===== src/rtl/lgu_pkg.sv =====
// Shared definitions for the logic gate unit: gate-select encodings and pipeline depth.
package lgu_pkg;

    localparam logic [2:0] LGU_AND   = 3'b000;
    localparam logic [2:0] LGU_OR    = 3'b001;
    localparam logic [2:0] LGU_XOR   = 3'b010;
    localparam logic [2:0] LGU_NAND  = 3'b011;
    localparam logic [2:0] LGU_NOR   = 3'b100;
    localparam logic [2:0] LGU_XNOR  = 3'b101;
    localparam logic [2:0] LGU_NOTA  = 3'b110;
    localparam logic [2:0] LGU_PASSB = 3'b111;

    localparam int LGU_LATENCY = 2;

endpackage


===== src/rtl/lgu_stage.sv =====
// One valid/ready pipeline register: loads when empty or when downstream drains it,
// otherwise holds its payload stable.
module lgu_stage #(
    parameter int PW = 1
) (
    input  logic          Clk,
    input  logic          Reset,
    input  logic          in_valid,
    output logic          in_ready,
    input  logic [PW-1:0] in_data,
    output logic          out_valid,
    input  logic          out_ready,
    output logic [PW-1:0] out_data
);

    logic          valid;
    logic [PW-1:0] data;

    // Empty slots accept regardless of downstream, so bubbles collapse.
    assign in_ready  = !valid || out_ready;
    assign out_valid = valid;
    assign out_data  = data;

    // NOTE: sequential state uses non-blocking assignments so every flop samples
    // pre-edge values, independent of block evaluation order.
    always_ff @(posedge Clk or posedge Reset) begin
        if (Reset) begin
            valid <= 1'b0;
            // NOTE: the payload is reset as well so the visible result reads zero
            // out of reset instead of stale or X data.
            data  <= '0;
        end else if (in_ready) begin
            valid <= in_valid;
            if (in_valid) begin
                data <= in_data;
            end
        end
    end

endmodule


===== src/rtl/logic_gate_unit_pipe.sv =====
// Two-stage valid/ready bitwise gate unit with a delivered-result counter.
// Define LGU_FLAGS_EN to add registered zero/parity flags on the result.
module logic_gate_unit_pipe
    import lgu_pkg::*;
#(
    parameter int WIDTH = 8,
    parameter int CNT_W = 16
) (
    input  logic             Clk,
    input  logic             Reset,
    input  logic             in_valid,
    output logic             in_ready,
    input  logic [WIDTH-1:0] a,
    input  logic [WIDTH-1:0] b,
    input  logic [2:0]       op,
    output logic             out_valid,
    input  logic             out_ready,
    output logic [WIDTH-1:0] result,
    output logic             flag_zero,
    output logic             flag_par,
    output logic [CNT_W-1:0] done_cnt
);

    localparam int S1_W = 2*WIDTH + 3;

`ifdef LGU_FLAGS_EN
    localparam int S2_W = WIDTH + 2;
`else
    localparam int S2_W = WIDTH;
`endif

    logic             s1_valid;
    logic             s2_in_ready;
    logic [S1_W-1:0]  s1_data;
    logic [WIDTH-1:0] s1_a;
    logic [WIDTH-1:0] s1_b;
    logic [2:0]       s1_op;
    logic [WIDTH-1:0] gate;
    logic [S2_W-1:0]  s2_in;
    logic [S2_W-1:0]  s2_data;

    lgu_stage #(.PW(S1_W)) u_s1 (
        .Clk       (Clk),
        .Reset     (Reset),
        .in_valid  (in_valid),
        .in_ready  (in_ready),
        .in_data   ({op, a, b}),
        .out_valid (s1_valid),
        .out_ready (s2_in_ready),
        .out_data  (s1_data)
    );

    assign s1_b  = s1_data[WIDTH-1:0];
    assign s1_a  = s1_data[2*WIDTH-1:WIDTH];
    assign s1_op = s1_data[S1_W-1 -: 3];

    // NOTE: every always_comb output gets a default first so no path can infer a latch.
    always_comb begin
        gate = '0;
        case (s1_op)
            LGU_AND:   gate = s1_a & s1_b;
            LGU_OR:    gate = s1_a | s1_b;
            LGU_XOR:   gate = s1_a ^ s1_b;
            LGU_NAND:  gate = ~(s1_a & s1_b);
            LGU_NOR:   gate = ~(s1_a | s1_b);
            LGU_XNOR:  gate = ~(s1_a ^ s1_b);
            LGU_NOTA:  gate = ~s1_a;
            LGU_PASSB: gate = s1_b;
            default:   gate = '0;
        endcase
    end

`ifdef LGU_FLAGS_EN
    assign s2_in = {^gate, ~|gate, gate};
`else
    assign s2_in = gate;
`endif

    lgu_stage #(.PW(S2_W)) u_s2 (
        .Clk       (Clk),
        .Reset     (Reset),
        .in_valid  (s1_valid),
        .in_ready  (s2_in_ready),
        .in_data   (s2_in),
        .out_valid (out_valid),
        .out_ready (out_ready),
        .out_data  (s2_data)
    );

    assign result = s2_data[WIDTH-1:0];

`ifdef LGU_FLAGS_EN
    assign flag_zero = s2_data[WIDTH];
    assign flag_par  = s2_data[WIDTH+1];
`else
    assign flag_zero = 1'b0;
    assign flag_par  = 1'b0;
`endif

    // Counts output transfers; wraps silently at full scale.
    always_ff @(posedge Clk or posedge Reset) begin
        if (Reset) begin
            done_cnt <= '0;
        end else if (out_valid && out_ready) begin
            done_cnt <= done_cnt + CNT_W'(1);
        end
    end

endmodule

===== config.mk =====
export PLATFORM = sky130hd
export DESIGN_NAME = logic_gate_unit_pipe
export DESIGN_NICKNAME = d
export VERILOG_FILES = /design/src/rtl/lgu_pkg.sv /design/src/rtl/lgu_stage.sv /design/src/rtl/logic_gate_unit_pipe.sv
export SDC_FILE = /design/constraint.sdc
export NUM_CORES = 1
export LEC_CHECK = 0
export CORE_MARGIN = 1
export CORE_UTILIZATION = 52
export CTS_CLUSTER_DIAMETER = 60
export DETAILED_ROUTE_END_ITERATION = 16
export PLACE_DENSITY = 0.8
export SLEW_MARGIN = 20
export SYNTH_ARGS = -nofsm -noshare
export SYNTH_HDL_FRONTEND = slang
export SYNTH_SLANG_ARGS = --single-unit

===== constraint.sdc =====
create_clock -name Clk -period 1.7 [get_ports Clk]
set_input_delay 0.255 -clock Clk [delete_from_list [all_inputs] [get_ports Clk]]
set_output_delay 0.255 -clock Clk [all_outputs]
set_load 0.02 [all_outputs]

==> results of run 1 <==
==> logic make-up (layout without fill, tap and decap cells) <==
| family | Yosys count | after routing | share of synthesized area (%) |
|---|---|---|---|
| AO/OA/AOI/OAI | 47 | 47 | 12.00 |
| flip-flops | 45 | 45 | 43.90 |
| multiplexers | 28 | 28 | 12.54 |
| adder cells (fa/ha/maj) | 17 | 17 | 8.293 |
| buffers and inverters | 30 | 88 | 5.756 |
| XOR/XNOR | 15 | 15 | 5.122 |
| other | 1 | 2 | 0.1462 |
| AND/OR/NAND/NOR | 64 | 64 | 12.25 |
==> final timing paths <==
path | endpoint | start | cells past startpoint
max in group asynchronous | u_s2.out_data[0] | Reset | 3
min reg2reg | done_cnt[15] | done_cnt[15] | 1
max | done_cnt[0] | done_cnt[0] | 1
max reg2reg | u_s2.out_data[3] | u_s1.out_data[17] | 5
min in group Clk | done_cnt[15] | done_cnt[15] | 1
min | done_cnt[1] | Reset | 3
==> power breakdown <==
group | switching [uW] | internal [uW] | total [uW]
Sequential | 213 | 1280 | 1490
Clock | 352 | 427 | 779
Combinational | 670 | 718 | 1390
==> metal layers <==
layer  up-vias  wire length, um  GRT usage (%)
met5         -                0              0
met4         0               55          5.664
met3         8              236          5.417
met2        44             2369          32.40
met1       938             2217          26.05
li1        972                -              -
==> worst register-to-register path, stage by stage, from the launching register on <==
cell	delay (ns)
dfrtp_1	0.51
buf_4	0.18
mux2_2	0.33
a22oi_1	0.15
o21ai_0	0.13
a22o_1	0.20
==> repair_timing <==
action,4_1_cts,5_1_grt
setup endpoints to repair,1,1
gates cloned,0,0
setup buffers,0,1
resized for setup,1,0
==> cell type report <==
type                            instances  area, um^2
Clock buffer                            5       68.82
Clock inverter                          2       35.03
Fill cell                             370        1418
Inverter                               18       67.56
Multi-Input combinational cell        173        1295
Sequential cell                        45        1126
Tap cell                               67       83.83
Timing Repair Buffer                   63       629.4
==> through the flow <==
step	hold WS, ns	std cells	setup TNS [ns]	setup WS [ns]
global placement	0.4602	365	-0.8548	-0.06158
global route	0.3332	373	0	0.001258
CTS	0.3322	372	0	0.04683
finish	0.3169	373	0	0.05790
floorplan	0.3634	248	0	0.04654
detailed placement	0.4653	365	-1.447	-0.08462
==> layout by cell type (no fill, tap or decap), types with 5 or more instances in the layout <==
cell	instances
ha_1	17
o21ai_1	5
mux2_2	23
buf_4	12
dfrtp_1	45
a21oi_1	16
xnor2_1	12
nand2_1	23
a211oi_1	5
clkdlybuf4s50_1	47
nor2_1	19
inv_1	17
clkbuf_8	5
nand3_1	5
==> flip-flops by register name, summed over array words and instances (netlist names) <==
name            flops
done_cnt           16
u_s1.out_valid      1
u_s2.out_data       8
u_s2.out_valid      1
u_s1.out_data      19
==> impl_metrics.py, run 1 <==
metrics = {
    "final_layout": {
        "diodes": 0,
        "drive_gt1_share_pct": 16.67,
        "fin_util_pct": 69.99,
        "syn_to_final_growth_pct": 28.88,
        "design_area_um2": 3306,
        "nets": 346,
    },
    "worst_hold_path": {
        "hold_class": "primary input to async pin",
    },
    "global_routing": {
        "grt_overflow": 0,
        "grt_max_degree": 46,
        "grt_pass1_wl_um": 8031,
        "grt_pass1_vias": 1810,
        "antenna_found_initial": 0,
        "track_usage_pct": 19.86,
    },
    "synthesis": {
        "synth.most_common_cell": "dfrtp_1",
        "yosys_warnings": 0,
        "synth.top_cell.area_share_pct": 43.90,
        "ys_seq_elements": 45,
        "ys.flop_type": "dfrtp_1",
        "syn_area_um2": 2565,
        "synth_commonest_cells": "dfrtp_1, mux2_2, nand2_1, nor2_1, inv_1",
        "synth-edff-count": 0,
        "syn_avg_cell_area_um2": 10.38,
        "synth_area_leader_cell": "dfrtp_1",
        "synth_area_leaders": "dfrtp_1, mux2_2, ha_1, xnor2_1, nand2_1",
        "ys_types": 39,
        "synthArstFlopShare_pct": 100.0,
        "synth-seq-area-share_pct": 43.90,
        "postSynthCellCount": 247,
    },
    "worst_setup_path": {
        "cp.required_ns": 1.44,
        "path_class": "register to output port",
        "path_delay_family": "buffers and inverters",
        "startpoint_type": "register",
        "crit_chain": "clkdlybuf4s50_1",
        "slowest_stage": "clkdlybuf4s50_1",
        "cp_max_fo": 5,
        "critPathMaxStageDelay_ns": 0.64,
        "arrival_ns": 1.39,
        "path_buf_inv": 1,
        "reg2reg_slack_ns": 0.10,
        "critPathCaptureType": "output port",
    },
    "clock_tree": {
        "cts_htree_levels": 2,
        "cts_buffers": 5,
        "clk_path_buf_depth": 2,
        "cts.sinks": 45,
        "clockRootBuffer": "clkbuf_8",
        "cts_hold_buf": 0,
        "cts_tree": "built",
        "clkLatencyLatePin_ns": 0.30,
        "clk_pin_slew_ns": 0.08,
    },
    "floorplanning": {
        "core_area_um2": 4723,
        "die-area_um2": 5217,
        "die_w_um": 72.23,
        "placementRows": 25,
        "start_util_pct": 54.30,
        "die_height_um": 72.23,
        "pin_count": 51,
    },
    "route": {
        "drt_wl_total_um": 4878,
        "drt_iter0_drc": 105,
        "wire_per_inst_um": 13.08,
        "drtPass1Iterations": 4,
        "remaining_drc_errors": 0,
        "vias": 1962,
        "viasPerCell": 5.260,
        "drtAntennaViolNets": 0,
    },
    "pwr": {
        "p_per_area_nw_per_um2": 1106,
        "finalPower_uw": 3657,
        "leakagePower_uw": 0.001487,
        "ir_drop_mv": 0.9822,
    },
    "timing": {
        "hold_viol": 0,
        "max_freq_mhz": 609.0,
        "finalMaxSlewViolations": 0,
        "period_share_pct": 96.59,
        "setup_viol": 0,
        "layout_min_cycle_time_ns": 1.642,
        "skew_ns": 0.007912,
        "rsz0062_at_grt": "no",
    },
    "placement": {
        "io_buffers": 48,
        "dp_hpwl_um": 3575,
        "placed_area_um2": 3196,
        "gp_congestion": 0.7882,
    },
    "run_status": {
        "outcome": "completed",
    },
    "flow_run": {
        "maxCapViolCount": 0,
    },
}
Note: power is estimated with default switching activity, not from simulation.
==> run 2, diff against run 1 <==
Settings changed: SETUP_SLACK_MARGIN set to 0.3.
==> run 2 against run 1 <==
  * Final area is 18% higher
  * Combinational power is 33% higher
  * Hold slack worse by 0.0093 ns
  * Utilization is 13 points higher
  * Critical path type is now register to register
  * Largest cell class unchanged
  * Flip-flop and latch count stayed put
==> impl_metrics.py, run 2 (synthesized netlist as in run 1, its figures left out) <==
metrics = {
    "timing": {
        "rsz0062_at_grt": "yes",
        "timing.hold.ws_ns": 0.3076,
        "setup_viol": 0,
        "hold_viol": 0,
        "skew_ns": 0.01254,
        "layout_min_cycle_time_ns": 1.608,
        "period_share_pct": 94.58,
        "finalMaxSlewViolations": 0,
        "setup_tns_ns": 0,
        "max_freq_mhz": 622.0,
    },
    "floorplanning": {
        "pin_count": 51,
        "die_height_um": 72.23,
        "die-area_um2": 5217,
        "die_w_um": 72.23,
        "placementRows": 25,
        "core_area_um2": 4723,
        "start_util_pct": 54.30,
    },
    "placement": {
        "dpl.cell_count": 364,
        "gp_congestion": 0.8589,
        "io_buffers": 48,
        "dp_hpwl_um": 3742,
    },
    "route": {
        "drtPass1Iterations": 5,
        "drtAntennaViolNets": 0,
        "drt_iter0_drc": 174,
        "wire_per_inst_um": 17.84,
        "viasPerCell": 5.691,
        "vias": 2305,
        "drt_wl_total_um": 7224,
        "remaining_drc_errors": 0,
    },
    "final_layout": {
        "drive_gt1_share_pct": 41.72,
        "nets": 377,
        "stdcell_count": 405,
        "largest_reg_flops": 19,
        "layout_commonest_cell": "dfrtp_1",
        "regArea_um2": 1135,
        "syn_to_final_growth_pct": 52.54,
        "final_cell_mix": "dfrtp_1, buf_4, dlygate4sd2_1",
        "n_fill_cell": 251,
        "multi_input_area_um2": 1617,
        "diodes": 0,
    },
    "worst_setup_path": {
        "r2r_end": "u_s2.out_data[0]",
        "critPathMaxStageDelay_ns": 0.46,
        "critPathCaptureType": "register",
        "slowest_stage": "mux4_2",
        "reg2reg_slack_ns": 0.09,
        "crit_chain": "inv_2 -> ha_4 -> inv_1 -> mux4_2 -> a21oi_2 -> o31ai_1",
        "path_class": "register to register",
        "cp.required_ns": 1.89,
        "startpoint": "u_s1.out_data[8]",
        "startpoint_type": "register",
        "arrival_ns": 1.79,
        "r2r-start": "u_s1.out_data[8]",
        "cp_max_fo": 2,
        "r2r_cells": 6,
        "crit_end": "u_s2.out_data[0]",
    },
    "global_routing": {
        "grt_overflow": 0,
        "grt_pass1_wl_um": 10470,
        "antenna_found_initial": 0,
        "grt_max_degree": 46,
        "grt_pass1_vias": 2230,
        "track_usage_pct": 26.23,
    },
    "clock_tree": {
        "cts_hold_buf": 0,
        "cts.sinks": 45,
        "clk_pin_slew_ns": 0.09,
        "cts_buffers": 5,
        "clkLatencyLatePin_ns": 0.30,
        "cts_tree": "built",
        "clockRootBuffer": "clkbuf_8",
        "clk_path_buf_depth": 2,
        "cts_htree_levels": 2,
    },
    "run_status": {
        "outcome": "completed",
    },
    "pwr": {
        "p_per_area_nw_per_um2": 1073,
        "ir_drop_mv": 0.8149,
        "leakagePower_uw": 0.001810,
    },
    "flow_run": {
        "maxCapViolCount": 0,
    },
    "worst_hold_path": {
        "hold_class": "primary input to async pin",
    },
}
run 2: cell count changes in the layout (fill, tap and decap cells not counted), sizes merged:
cell,change
buf,+30
dlygate4sd2,+23
clkinv,-1
clkbuf,+4
clkdlybuf4s15,+1
clkdlybuf4s50,-26
dlymetal6s2s,+1
run 2: where the power goes:
group	leakage (uW)	total [uW]	switching, uW	internal, uW
Combinational	0.00120	1850	922	928
Sequential	0.000548	1500	218	1290
Clock	0.0000585	844	364	480
run 2: worst min path at each step:
stage / endpoint / slack (ns) / depth (start not counted)
after global routing: done_cnt[12] / 0.32 / 3
final: done_cnt[14] / 0.31 / 3
after floorplan: u_s1.out_valid / 0.36 / 1
after detailed placement: done_cnt[15] / 0.46 / 1
after CTS: done_cnt[13] / 0.31 / 3
after global placement: u_s2.out_data[7] / 0.47 / 2
run 2: final cells by class:
cell class              count  share of cell area (%)
well taps                  67                   2.143
clock inverters             1                  0.7675
inverters                  18                   1.727
repair buffers             94                   22.83
clock buffers               7                   2.207
flip-flops and latches     45                   29.01
multi-input cells         173                   41.32
run 2: per-layer routing:
metal	global-route usage (%)	vias to the layer above	wire length [um]
met1	32.64	1128	2976
met5	0	-	0
li1	-	1037	-
met2	41.95	109	3584
met3	7.361	31	447
met4	13.07	0	215
run 2: through the flow:
| step | total power (uW) | worst slack [ns] | utilization, % | area, um^2 |
|---|---|---|---|---|
| 2_1_floorplan | 2389 | 0.1751 | - | 2623 |
| 3_3_place_gp | 2868 | -0.006182 | 68.56 | 3238 |
| 3_5_place_dp | 2929 | -0.05228 | 68.56 | 3238 |
| 4_1_cts | 3939 | 0.2062 | 77.85 | 3677 |
| 5_1_grt | 4429 | 0.05947 | 82.83 | 3913 |
| 6_report | 4197 | 0.09215 | 82.83 | 3913 |
run 2: critical path: cells and delay by family, from the launching register on:
family / cells / cell delay [ns]
compound gates: 2 / 0.27
flops: 1 / 0.39
fa+ha+maj: 1 / 0.27
mux: 1 / 0.46
buf+inv: 2 / 0.11
run 2: what timing repair did:
item / in CTS / in global routing
setup endpoints to repair: 37 / 24
cloned: 0 / 1
gates resized for setup: 69 / 41
setup buffers: 23 / 9
pin swaps: 22 / 13
==> run 3, diff against run 2 <==
Settings changed: CORE_MARGIN 1 to not set.
==> results of run 3 <==
The final DEF is identical to that of run 2; final timing and power are the same.
